[src/rtl/sram_march_bist.sv]
// rtl/sram_march_bist.sv - March C- BIST initiator with functional pass-through for one SRAM bank
module sram_march_bist #(
    parameter int ADDR_WIDTH = 12,
    parameter int DATA_WIDTH = 32,
    parameter int NUM_BYTES  = 4,
    parameter int RED_DEPTH  = 16
) (
    input  logic                  clk,
    input  logic                  rst,
    input  logic                  bist_en,
    input  logic                  bg_sel,
    input  logic                  reduced_en,
    input  logic [ADDR_WIDTH-1:0] func_a,
    input  logic [DATA_WIDTH-1:0] func_di,
    input  logic [NUM_BYTES-1:0]  func_web,
    output logic [ADDR_WIDTH-1:0] mem_a,
    output logic [DATA_WIDTH-1:0] mem_di,
    output logic [NUM_BYTES-1:0]  mem_web,
    input  logic [DATA_WIDTH-1:0] mem_do,
    output logic                  bist_busy,
    output logic                  bist_done,
    output logic                  bist_go,
    output logic [ADDR_WIDTH-1:0] fail_addr,
    output logic [2:0]            fail_elem,
    output logic [DATA_WIDTH-1:0] fail_xor,
    output logic [7:0]            err_cnt
);

    typedef enum logic [2:0] {IDLE, WR_ONLY, RD, WR, RD_ONLY, DRAIN, DONE} state_t;

    state_t                state, state_nxt;
    logic [ADDR_WIDTH-1:0] addr, addr_nxt, last_addr, addr_q;
    logic [2:0]            elem, elem_nxt, elem_q;
    logic                  red;
    logic                  down, at_last, issue_rd, running, func_path;
    logic [DATA_WIDTH-1:0] d0, rd_exp, wr_dat, exp_q;
    logic [DATA_WIDTH-1:0] bist_di;
    logic [NUM_BYTES-1:0]  bist_web;
    logic                  rd_valid;

    // E3/E4 walk downwards; E1/E3 write the inverted background, E2/E4 expect it.
    always_comb begin
        last_addr = red ? ADDR_WIDTH'(RED_DEPTH - 1) : {ADDR_WIDTH{1'b1}};
        down      = (elem == 3'd3) || (elem == 3'd4);
        at_last   = down ? (addr == '0) : (addr == last_addr);
        d0        = bg_sel ? ({(DATA_WIDTH/2){2'b01}} ^ {DATA_WIDTH{addr[0]}}) : '0;
        rd_exp    = ((elem == 3'd2) || (elem == 3'd4)) ? ~d0 : d0;
        wr_dat    = ((elem == 3'd1) || (elem == 3'd3)) ? ~d0 : d0;
        running   = (state != IDLE) && (state != DONE);
        func_path = !running;
    end

    always_comb begin
        state_nxt = state;
        addr_nxt  = addr;
        elem_nxt  = elem;
        bist_di   = '0;
        bist_web  = '1;
        issue_rd  = 1'b0;
        case (state)
            IDLE: begin
                if (bist_en) begin
                    state_nxt = WR_ONLY;
                    addr_nxt  = '0;
                    elem_nxt  = 3'd0;
                end
            end
            WR_ONLY: begin
                bist_di  = wr_dat;
                bist_web = '0;
                if (at_last) begin
                    state_nxt = RD;
                    elem_nxt  = 3'd1;
                    addr_nxt  = '0;
                end else begin
                    addr_nxt = addr + ADDR_WIDTH'(1);
                end
            end
            RD: begin
                issue_rd  = 1'b1;
                state_nxt = WR;
            end
            WR: begin
                bist_di   = wr_dat;
                bist_web  = '0;
                state_nxt = RD;
                if (at_last) begin
                    elem_nxt = elem + 3'd1;
                    if (elem == 3'd4) begin
                        state_nxt = RD_ONLY;
                        addr_nxt  = '0;
                    end else if (elem == 3'd1) begin
                        addr_nxt = '0;
                    end else begin
                        addr_nxt = last_addr;
                    end
                end else begin
                    addr_nxt = down ? addr - ADDR_WIDTH'(1) : addr + ADDR_WIDTH'(1);
                end
            end
            RD_ONLY: begin
                issue_rd = 1'b1;
                if (at_last) begin
                    state_nxt = DRAIN;
                end else begin
                    addr_nxt = addr + ADDR_WIDTH'(1);
                end
            end
            DRAIN: state_nxt = DONE;
            DONE: begin
                if (!bist_en) begin
                    state_nxt = IDLE;
                end
            end
            default: state_nxt = IDLE;
        endcase
        if (running && !bist_en) begin
            state_nxt = IDLE;
        end
    end

    // The read issued in the abort cycle never gets a compare slot.
    always_ff @(posedge clk) begin
        if (rst) begin
            state     <= IDLE;
            addr      <= '0;
            elem      <= 3'd0;
            red       <= 1'b0;
            rd_valid  <= 1'b0;
            exp_q     <= '0;
            addr_q    <= '0;
            elem_q    <= 3'd0;
            bist_go   <= 1'b1;
            fail_addr <= '0;
            fail_elem <= 3'd0;
            fail_xor  <= '0;
            err_cnt   <= 8'd0;
        end else begin
            state    <= state_nxt;
            addr     <= addr_nxt;
            elem     <= elem_nxt;
            rd_valid <= issue_rd && bist_en;
            if (issue_rd) begin
                exp_q  <= rd_exp;
                addr_q <= addr;
                elem_q <= elem;
            end
            if ((state == IDLE) && bist_en) begin
                red       <= reduced_en;
                bist_go   <= 1'b1;
                fail_addr <= '0;
                fail_elem <= 3'd0;
                fail_xor  <= '0;
                err_cnt   <= 8'd0;
            end else if (rd_valid && (mem_do != exp_q)) begin
                if (err_cnt != 8'hFF) begin
                    err_cnt <= err_cnt + 8'd1;
                end
                bist_go <= 1'b0;
                if (bist_go) begin
                    fail_addr <= addr_q;
                    fail_elem <= elem_q;
                    fail_xor  <= mem_do ^ exp_q;
                end
            end
        end
    end

    assign mem_a     = func_path ? func_a : addr;
    assign mem_di    = func_path ? func_di : bist_di;
    assign mem_web   = rst ? '1 : (func_path ? func_web : bist_web);
    assign bist_busy = running;
    assign bist_done = (state == DONE);

endmodule

[config.mk]
export PLATFORM = sky130hd
export DESIGN_NAME = sram_march_bist
export DESIGN_NICKNAME = d
export VERILOG_FILES = /design/src/rtl/sram_march_bist.sv
export SDC_FILE = /design/constraint.sdc
export NUM_CORES = 1
export LEC_CHECK = 0
export CAP_MARGIN = 40
export CORE_ASPECT_RATIO = 1.4
export CORE_UTILIZATION = 45
export DETAILED_ROUTE_END_ITERATION = 10
export PLACE_DENSITY = 0.8
export REMOVE_ABC_BUFFERS = 1
export SYNTH_ARGS = -nofsm -noshare
export SYNTH_HDL_FRONTEND = slang
export SYNTH_SLANG_ARGS = --single-unit
[constraint.sdc]
create_clock -name clk -period 5.05 [get_ports clk]
set_input_delay 1.2625 -clock clk [delete_from_list [all_inputs] [get_ports clk]]
set_output_delay 1.2625 -clock clk [all_outputs]
set_load 0.01 [all_outputs]
# == After elaboration in Yosys (flattened, before gate mapping) ==
# Cells that the tools add are included.
# word_totals
word_cells,94
reg_bits,123
output_inout_bits,106
in_bits,85
# op_classes
n_reduce_logical,23
bitwise_logic,3
eq_ne,20
n_mux,31
addsub,4
# ops
operator,count
$mux 32,5
$mux 12,9
$pmux 12 s4,1
$ne 32x32->1,1
$not 32->32,1
$xor 32x32->32,1
$mux 3,9
$pmux 3 s7,1
$not 16->16,1
$add 12x1->12 const B,1
$eq 12x12->1,1
$eq 3x2->1 const B,4
$eq 3x3->1 const B,4
$logic_not 12->1,1
$mux 4,3
$ne 2x2->1 const B,6
$sub 12x1->12 const B,1
$pmux 3 s3,1
$add 8x1->8 const B,1
$ne 8x8->1 const B,1
$reduce_and 4->1,2
$reduce_or 2->1,4
$eq 3x1->1 const B,2
$reduce_bool 3->1,2
other kinds (10),18

# == Logic depth before layout (Yosys ltp) ==
# logic_depth
depth_word,6
mapped_depth,11
ltp_nobuf,9

# == Worst setup path before layout ==
# OpenSTA, ideal clock, no wires.
# synth_timing
kind,input-to-output
start,input bg_sel
end,output mem_di[11]
cell_stages,5
arrival_ps,2211
path_buffers,1
required_time_ps,3788
slack_ps,1577
cell_sequence,nand2_1 xnor2_1 nor2_1 clkbuf_1 a21o_1
# synth_via
elab_chain_len,5
# synth_rtl
item,line,text
from (decl),11,"input logic bg_sel,"
$mux 32 (*),46,d0 = bg_sel ? ({(DATA_WIDTH/2){2'b01}} ^ {DATA_WIDTH{addr[0]}}) : '0;
$not 32->32,48,wr_dat = ((elem == 3'd1) || (elem == 3'd3)) ? ~d0 : d0;
$mux 32 (*),48,
$mux 32 (*),60,case (state)
$mux 32 (*),170,assign mem_di = func_path ? func_di : bist_di;
to (decl),17,"output logic [DATA_WIDTH-1:0] mem_di,"
# Mark *: on every way between the ends. The rest lies on a longest branch, timed or not.

# == Final worst setup path ==
# layout_timing
start,input bg_sel
end,output mem_di[15]
# Same word-level chain as after synthesis.

==> results.tsv <==
stage	metric	value	unit
outcome	status	finished, final reports clean	
synth	yosysTopAreaCell	dfxtp_1	
die	rows	46	
setup_path	r2r_start	elem[0]	
setup_path	worstSetupPathType	primary input to primary output	
timing	fin_skew	0.006360	ns
setup_path	crit_arrival	2.99	ns
final_layout	fin_util	0.6678	
synth	ys.flop_type	dfxtp_1	
cts	clock-root-buffer	clkbuf_16	
synth	syn-instance-count	675	
timing	period_share	0.8428	
placed_design	gp_congestion	0.9259	
synth	synth_xor_area_frac	0.07958	
synth	synth_compound_area_frac	0.2364	
global_routing	grt.overflow.total	0	
placed_design	io_buffers	190	
die	io_pins	191	
synth	synth-seq-area-share	0.3452	
global_routing	antenna_found_initial	0	
global_routing	grt_pass1_wl	25090	um
setup_path	critPathMaxStageDelay	0.55	ns
setup_path	worstSetupStartpoint	bg_sel	
power	internal_power	0.001236	W
die	die_w	94.52	um
setup_path	end_kind	primary output	
power	irDropWorstVdd	0.1663	mV
die	die_h	131.5	um
final_layout	design_area	7687	um2
synth	synthMuxAreaShare	0.05986	
timing	relSlewSlack	0.3965	
min_path	whs_path_depth	2	
final_layout	nFillCells	997	
power	seq_power_share	0.449	
synth	synth.area.top_cells	dfxtp_1 (35%), xnor2_1 (7.3%), nor2_1 (6.5%), nand2_1 (5.4%), a21o_1 (4.9%)	
die	core	11510	um2
setup_path	crit_top_cell	clkdlybuf4s50_1	
synth	synth_top_area_share	0.3452	
synth	synth_area_per_cell	7.989	um2
synth	ys_ff_latch	93	
final_layout	fin_nets	929	
cts	clock_path_buffers	2	
synth	async_reset_ff_frac	0	
power	switching_share	0.2486	
cts	post-cts-setup-buffers	0	
cts	cts_resized	0	
final_layout	diodes	0	
routing	ant_nets	0	
timing	max_freq	0.2349	GHz
setup_path	timing.critical_path.buf_inv	3	
power	leakage	2.708	nW
synth	synth_edf_count	0	
setup_path	path_cells	clkdlybuf4s50_1 > nand2_1 > xnor2_1 > nor2_1 > buf_4 > a21o_1 > clkdlybuf4s50_1	
routing	routed_via_density	5.496	
setup_path	cp-start-kind	primary input	
setup_path	crit_fanout	16	
setup_path	r2r_cells	10	
synth	synth_top_family_by_area	compound AO/OA/AOI/OAI gates	
timing	fin_crit	4.256	ns
timing	hold_slack	0.4551	ns
min_path	worstHoldStart	addr_q[1]	
routing	post_drt_wl_per_cell	15.41	um
routing	drt-pass1-iter-count	5	
cts	clkTransAtPathRegs	0.06	ns
timing	setup_violations	0	
setup_path	rrSetupSlack	1.58	ns
setup_path	crit_family	buffers and inverters	
die	die_area	12430	um2
power	total_power	0.001645	W
setup_path	cp.required	3.79	ns
flow_run	drv_cap	0	
cts	numCtsBuffers	9	
die	start_util	0.4685	
power	p_clk_frac	0.392	
cts	clkSinkCount	93	
global_routing	grt_usage	0.2498	
cts	cts_tree	yes	
synth	yosys.area_share.adder	0.01856	
synth	yosys.area_share.simple	0.2088	
power	powerDensity	214.0	nW/um2
routing	drc_errors	0	
cts	clk_latency	0.34	ns
synth	yosys-top-cells-count	dfxtp_1 (93), nor2_1 (93), nand2_1 (77)	
min_path	min_to	addr_q[1]	
synth	synth.distinct_cells	57	
placed_design	hpwl	11410	um
min_path	hold_class	register to register	
global_routing	grt_max_degree	51	
final_layout	syn2layout_area_growth	42.55	%
timing	fin_tns_setup	0	ns
power	p_comb_frac	0.158	
timing	worst_pin_slew	0.9031	ns
global_routing	grt_pass1_vias	5331	
cts	postCtsHoldBufs	0	
routing	totalWireLength	15180	um
routing	vias	5414	
power	netSwitchingPower	0.0004089	W
timing	hold_violations	0	
setup_path	slowest_stage	clkdlybuf4s50_1	
final_layout	drive_above_1_share	0.06540	
routing	drtIter0Drc	210	
synth	yosysWarnings	0	
timing	rsz0062_at_grt	false	
placed_design	post_dp_cell_area	7400	um2
setup_path	rr_endpoint	addr[9]	
cts	cts_max_level	3	
synth	synth_area	5393	um2
timing	finalMaxSlewViolations	0	
## power by group through the flow
stage                     sequential, W  combinational, W  clock (W)
after detailed placement       0.000756          0.000259          0
after global placement         0.000756          0.000255          0
final                          0.000739          0.000261   0.000645
after floorplan                0.000754         0.0000978          0
after CTS                      0.000739          0.000262   0.000663
after global routing           0.000739          0.000280   0.000694
## cells in the final DEF (no fill, tap or decap), types with 21 or more instances in the layout
cell type,netlist,final
a21oi_1,41,41
clkdlybuf4s50_1,0,190
nor2_1,93,92
xnor2_1,45,45
a211oi_1,27,27
nand2_1,77,76
dfxtp_1,93,93
a21o_1,35,35
mux2i_1,21,21
## how the worst max path moves through the flow
stage	depth (start not counted)	slack [ns]	to
final	7	0.79	mem_di[15]
after global routing	5	0.63	mem_di[22]
after global placement	9	0.79	fail_xor[26]
after CTS	7	0.78	mem_di[15]
after detailed placement	9	0.74	fail_xor[26]
after floorplan	6	0.73	fail_addr[0]
## final cells by class
class | instances | area, um2 | share of cell area
Sequential cell | 93 | 1862 | 0.2422
Timing Repair Buffer | 201 | 2029 | 0.2640
Multi-Input combinational cell | 515 | 3268 | 0.4251
Clock inverter | 6 | 48.80 | 0.006348
Inverter | 16 | 60.06 | 0.007813
Clock buffer | 10 | 239.0 | 0.03109
Tap cell | 144 | 180.2 | 0.02344
## state kept, by name, indices dropped and copies added, names as in the netlist
name       count
exp_q          2
state          3
err_cnt        8
elem_q         3
rd_valid       1
fail_addr     12
fail_elem      3
red            1
fail_xor      32
addr_q        12
bist_go        1
elem           3
addr          12
## layer usage
| metal | wire length, um | global-route usage | share of wire |
|---|---|---|---|
| met3 | 1055 | 0.05498 | 0.069 |
| met5 | 0 | 0 | 0 |
| met4 | 206 | 0.08333 | 0.014 |
| met2 | 7839 | 0.4529 | 0.52 |
| met1 | 6080 | 0.2808 | 0.40 |
## stage by stage
stage | std cells | setup WS [ns]
final | 985 | 0.7936
after floorplan | 624 | 0.7274
after global routing | 985 | 0.6333
after CTS | 985 | 0.7789
after detailed placement | 969 | 0.7439
after global placement | 967 | 0.7868
## logic make-up after synthesis
| family | count (synthesis) |
|---|---|
| xor gates and xnor gates | 49 |
| buffers and inverters | 67 |
| and+or+nand+nor | 250 |
| adders and majority gates | 8 |
| DFF | 93 |
| AOI/OAI and AO/OA | 177 |
| muxes | 31 |
## tightest hold or removal path: stages (launching register included)
cell and delay [ns]:
dfxtp_1 0.31, nand2_1 0.05, a21oi_1 0.05
Power figures use the tool's default switching activity.
==> RTL edit 1: new RTL, same settings <==
Change the parameter `NUM_BYTES` from 4 to 8.
--- a/src/rtl/sram_march_bist.sv
+++ b/src/rtl/sram_march_bist.sv
@@ -2,7 +2,7 @@
 module sram_march_bist #(
     parameter int ADDR_WIDTH = 12,
     parameter int DATA_WIDTH = 32,
-    parameter int NUM_BYTES  = 4,
+    parameter int NUM_BYTES  = 8,
     parameter int RED_DEPTH  = 16
 ) (
     input  logic                  clk,
Interface: changed (resized func_web and mem_web); port bits go from 191 to 199. The function was not compared with the original's and may differ.
==> RTL edit 1 against the original RTL <==
- wire length rose by 11%
- critical endpoint is now mem_di[11]
- final area rose by 1.2%
- critical path type unchanged
- setup slack got worse by 0.056 ns
- non-clock buffer count rose by 8
- power fell by 2.1%
- critical path depth did not move
- area after synthesis rose by 1.9%
- sequential cell count did not move
- synthesized cell count fell by 0.89%
- clock skew fell by 0.0019 ns
- via count rose by 1.8%
- highest routed layer unchanged
==> RTL edit 1: results (changes against the original RTL) <==
[run_status]
status=finished, final reports clean

[logic_synthesis]
yosys.cell_types.count=66  ; +16%
synthTopCellsByArea=dfxtp_1 (34%), xnor2_1 (6.2%), nor2_1 (5.9%)
synthTopCellsByCount=dfxtp_1 (93), nor2_1 (87), nand2_1 (69)
ys_seq_area_frac=0.3387  ; -0.006523

[global_routing]
grt_pass1_vias=5597  ; +5.0%
grt_util_met3=0.05690  ; +0.001920
use_met1=0.3068  ; +0.02600
grt_max_degree=80  ; +57%
grt_use_met2=0.4885  ; +0.03559
grt_usage=0.2711  ; +0.02138

[cells_and_area]
drive_gt1_frac=0.07500  ; +0.009602
fillers=1014  ; +1.7%
stdcell_area_um2=7780  ; +1.2%

[sta]
slew_headroom=0.4082  ; +0.01167
fin_skew_ns=0.004469  ; -0.001891 ns
hold_ws_ns=0.4601  ; +0.004996 ns

[routing]
totalWireLength_um=16820  ; +11%
met2_length_um=8848  ; +13%
wirelength_met1_um=6486  ; +6.7%
drtIter0Drc=244  ; +16%
dr_wl_met3_um=1158  ; +9.8%
vias=5510  ; +1.8%

[placement]
place_area_um2=7531  ; +1.8%
place_congestion=0.9771  ; +5.5%
io_buffers=198  ; +4.2%
place_hpwl_um=12460  ; +9.2%
dpl_worst_slack_ns=0.7231  ; -0.02079 ns

[critical_path]
timing.rr.end=addr[11]$_SDFFE_PP0P_
worstRegToRegCells=10  ; unchanged
cp.arrival_ns=3.05  ; +0.06 ns

[hold_path]
min_from=addr_q[0]$_SDFFE_PP0P_
holdPathEnd=addr_q[0]$_SDFFE_PP0P_

[clock_tree]
clockBufferDepth=2  ; unchanged

## RTL edit 1: cell types whose count changed after synthesis, moves of 5 or more
cell,change
nand4_1,+6
xnor2_1,-6
nor2_1,-6
xor2_1,+5
inv_1,-5
a21o_1,+8
nand2_1,-8
o22ai_1,-5
## RTL edit 1: worst max path at each step
stage	cells past startpoint	to	slack, ns	from
after global routing	7	mem_di[11]	0.66	bg_sel
after CTS	7	mem_di[11]	0.71	bg_sel
after floorplan	7	fail_addr[0]$_SDFFE_PP0P_	-0.38	mem_do[28]
final	7	mem_di[11]	0.74	bg_sel
after global placement	7	mem_di[11]	0.73	bg_sel
after detailed placement	7	mem_di[11]	0.72	bg_sel
## RTL edit 1: logic make-up (layout without fill, tap and decap cells)
family | Yosys count | in the layout | synth area share
fa+ha+maj | 8 | 8 | 0.01821
xor+xnor | 48 | 48 | 0.07649
flops | 93 | 93 | 0.3387
mux | 33 | 33 | 0.06305
buf+inv | 64 | 235 | 0.05440
simple gates | 246 | 246 | 0.2131
compound gates | 177 | 177 | 0.2361
## RTL edit 1: layout make-up
class	instances	area share
multi-input cells	512	0.4307
repair buffers	209	0.2686
flip-flops and latches	93	0.2393
clock buffers	12	0.03040
well taps	147	0.02364
inverters	12	0.005790
clock inverters	2	0.001608
## RTL edit 1: worst max-delay path, delay by kind of cell
kind	cells	cell delay (ns)
buffers and inverters	3	1.28
AOI/OAI and AO/OA	1	0.13
xor gates and xnor gates	1	0.15
and+or+nand+nor	2	0.21
## RTL edit 1: power by group
group	internal, mW	switching (mW)
combinational	0.161	0.113
sequential	0.735	0.00415
clock	0.328	0.269
## RTL edit 1: stage by stage
stage                     setup TNS [ns]  instances
after detailed placement               0        973
after CTS                              0        987
final                                  0        987
after global placement                 0        970
after global routing                   0        987
after floorplan                   -15.11        617
==> RTL edit 2: new RTL, same flow settings <==
Without the edit above. Make the reset (`rst`) asynchronous in one clocked block.
--- a/src/rtl/sram_march_bist.sv
+++ b/src/rtl/sram_march_bist.sv
@@ -120,7 +120,7 @@
     end
 
     // The read issued in the abort cycle never gets a compare slot.
-    always_ff @(posedge clk) begin
+    always_ff @(posedge clk or posedge rst) begin
         if (rst) begin
             state     <= IDLE;
             addr      <= '0;
Behaviour: differs if rst is asserted again (counterexample within 4 cycles, from zero or initial values and one cycle with rst high); with rst held inactive, the same outputs for 10 cycles.
==> RTL edit 2 against the original RTL <==
- final area rose by 4.3%
- wire length increased by 8.7%
- setup slack lost 0.033 ns
- critical endpoint is now mem_di[14]
- non-clock buffer count increased by 2
- sequential share of layout area is 4.8 points higher
- maximum frequency down 0.78%
- via count increased by 0.63%
- sequential cell count is the same
- area after synthesis up 5.3%
- critical path depth is the same
- power is 22% higher
- clock skew up 0.0022 ns
- combinational power grew 67%
==> RTL edit 2: results (changes against the original RTL) <==
[sta]
fin_skew_ns=0.008565  ; +0.002205 ns
worst_pin_slew_ns=0.9023  ; -0.0007229 ns

[logic_synthesis]
synth_flop_cell=dfrtp_1
async_reset_ff_frac=1.000  ; +1.000
yosysWarnings=0  ; unchanged
ys_seq_area_frac=0.4099  ; +0.06467
synthTopCellsByArea=dfrtp_1 (41%), xnor2_1 (6.5%), a211oi_1 (4.6%)
synthTopCellsByCount=dfrtp_1 (92), nand2_1 (70), nor2_1 (45)
syn_inst=633  ; -6.2%
yosys.cell_types.count=64  ; +12%

[cells_and_area]
fillers=995  ; -0.20%
regMostFlops=fail_xor
largest_reg_flops=32  ; unchanged
drive_gt1_frac=0.07259  ; +0.007192
num_antenna_cells=0  ; unchanged
final_net_count=887  ; -4.5%

[routing]
wl_per_cell_um=17.40  ; +13%
drtIter0Drc=276  ; +31%
vias=5448  ; +0.63%
drt_pass1_iterations=4  ; -1
totalWireLength_um=16510  ; +8.7%

[clock_tree]
insertion_delay_ns=0.34  ; about the same
clockBufferDepth=2  ; unchanged
clk_pin_slew_ns=0.06  ; about the same
cts_root_buffer=clkbuf_16
post_cts_resize_count=0  ; unchanged
cts_buffers=9  ; unchanged
htree_levels=3  ; unchanged
cts_setup_buffers=0  ; unchanged

[placement]
placed_cells=933  ; -3.7%
place_congestion=0.8659  ; -6.5%
place_hpwl_um=12080  ; +5.9%
io_buffers=190  ; unchanged
place_area_um2=7700  ; +4.1%

[hold_path]
worst_hold_path_type=reg2reg
whs_path_depth=2  ; unchanged

[global_routing]
grt_use_met2=0.4664  ; +0.01346
grt_util_met3=0.04607  ; -0.008911
use_met1=0.3010  ; +0.02019
grt_max_degree=95  ; +86%
grt_pass1_wl_um=26890  ; +7.2%
antenna_found_initial=0  ; unchanged
grt_usage=0.2549  ; +0.005122

[run_status]
status=finished, final reports clean

[critical_path]
worstRegToRegCells=10  ; unchanged
crit_path_max_fanout=16  ; unchanged
cp.arrival_ns=3.03  ; +0.04 ns
critPathKind=in2out

[floorplan]
core_area_um2=12310  ; +7.0%

[power]
switchingPower_mw=0.5245  ; +28%
vdd_drop_max_uv=139.0  ; -16%
p_leak_nw=3.360  ; +24%

==> RTL edit 2: cell types whose count changed after synthesis, moves of 6 or more <==
cell and change:
mux2i_1 -14, dfrtp_1 +92, a21oi_1 -25, nand3_1 +18
dfxtp_1 -93, nor3_1 -11, nand4_1 +9, nor2_1 -48
a211oi_1 +8, a211oi_2 -10, o21ai_0 +22, o22ai_1 -6
nand2_1 -7, mux2_2 +8
==> RTL edit 2: cells by family after synthesis <==
kind of cell / share of synthesized area
AND/OR/NAND/NOR: 0.2026
flip-flops: 0.4099
AO/OA/AOI/OAI: 0.1989
multiplexers: 0.04802
buffers and inverters: 0.04736
XOR/XNOR: 0.07555
adder cells (fa/ha/maj): 0.01762
==> RTL edit 2: final timing paths <==
kind / startpoint / endpoint / slack [ns]
setup reg to reg: elem[0]$_DFFE_PP0P_ / addr[5]$_DFFE_PP0P_ / 2.17
max in group asynchronous: rst / bist_go$_DFFE_PP1P_ / 2.92
setup / recovery: bg_sel / mem_di[14] / 0.76
hold / removal: bist_go$_DFFE_PP1P_ / bist_go$_DFFE_PP1P_ / 0.49
hold reg to reg: bist_go$_DFFE_PP1P_ / bist_go$_DFFE_PP1P_ / 0.49
min in group asynchronous: rst / fail_xor[1]$_DFFE_PP0P_ / 1.26
==> RTL edit 2: power groups by stage <==
stage	Combinational (mW)	Sequential [mW]	Clock, mW
after floorplan	0.223	0.841	0
after global placement	0.412	0.855	0
after detailed placement	0.435	0.850	0
after CTS	0.439	0.837	0.738
after global routing	0.474	0.845	0.764
final	0.437	0.838	0.727
==> RTL edit 2: final cells by class <==
class / instances / area, um^2 / share of cell area
clock buffer: 12 / 246.5 / 0.03074
clock inverter: 4 / 72.57 / 0.009050
inverter: 13 / 51.30 / 0.006397
multi-input combinational: 474 / 3098 / 0.3863
sequential: 93 / 2328 / 0.2904
tap: 150 / 187.7 / 0.02340
timing repair buffer: 203 / 2034 / 0.2537
==> RTL edit 2: metal layers <==
metal | wire length (um) | share of wire
met5 | 0 | 0
met1 | 6682 | 0.40
met3 | 987 | 0.060
met2 | 8557 | 0.52
met4 | 281 | 0.017
==> RTL edit 2: worst max-delay path, stage by stage <==
cell	delay, ns
clkdlybuf4s50_1	0.50
nand2_1	0.10
xnor2_1	0.14
nor2_1	0.09
buf_4	0.22
a21o_1	0.16
clkdlybuf4s50_1	0.55
==> RTL edit 2: metrics by stage <==
| step | total power, mW | worst slack (ns) |
|---|---|---|
| global placement | 1.267 | 0.7299 |
| CTS | 2.014 | 0.7207 |
| floorplan | 1.064 | 0.2137 |
| finish | 2.002 | 0.7603 |
| global route | 2.082 | 0.6415 |
| detailed placement | 1.285 | 0.7415 |
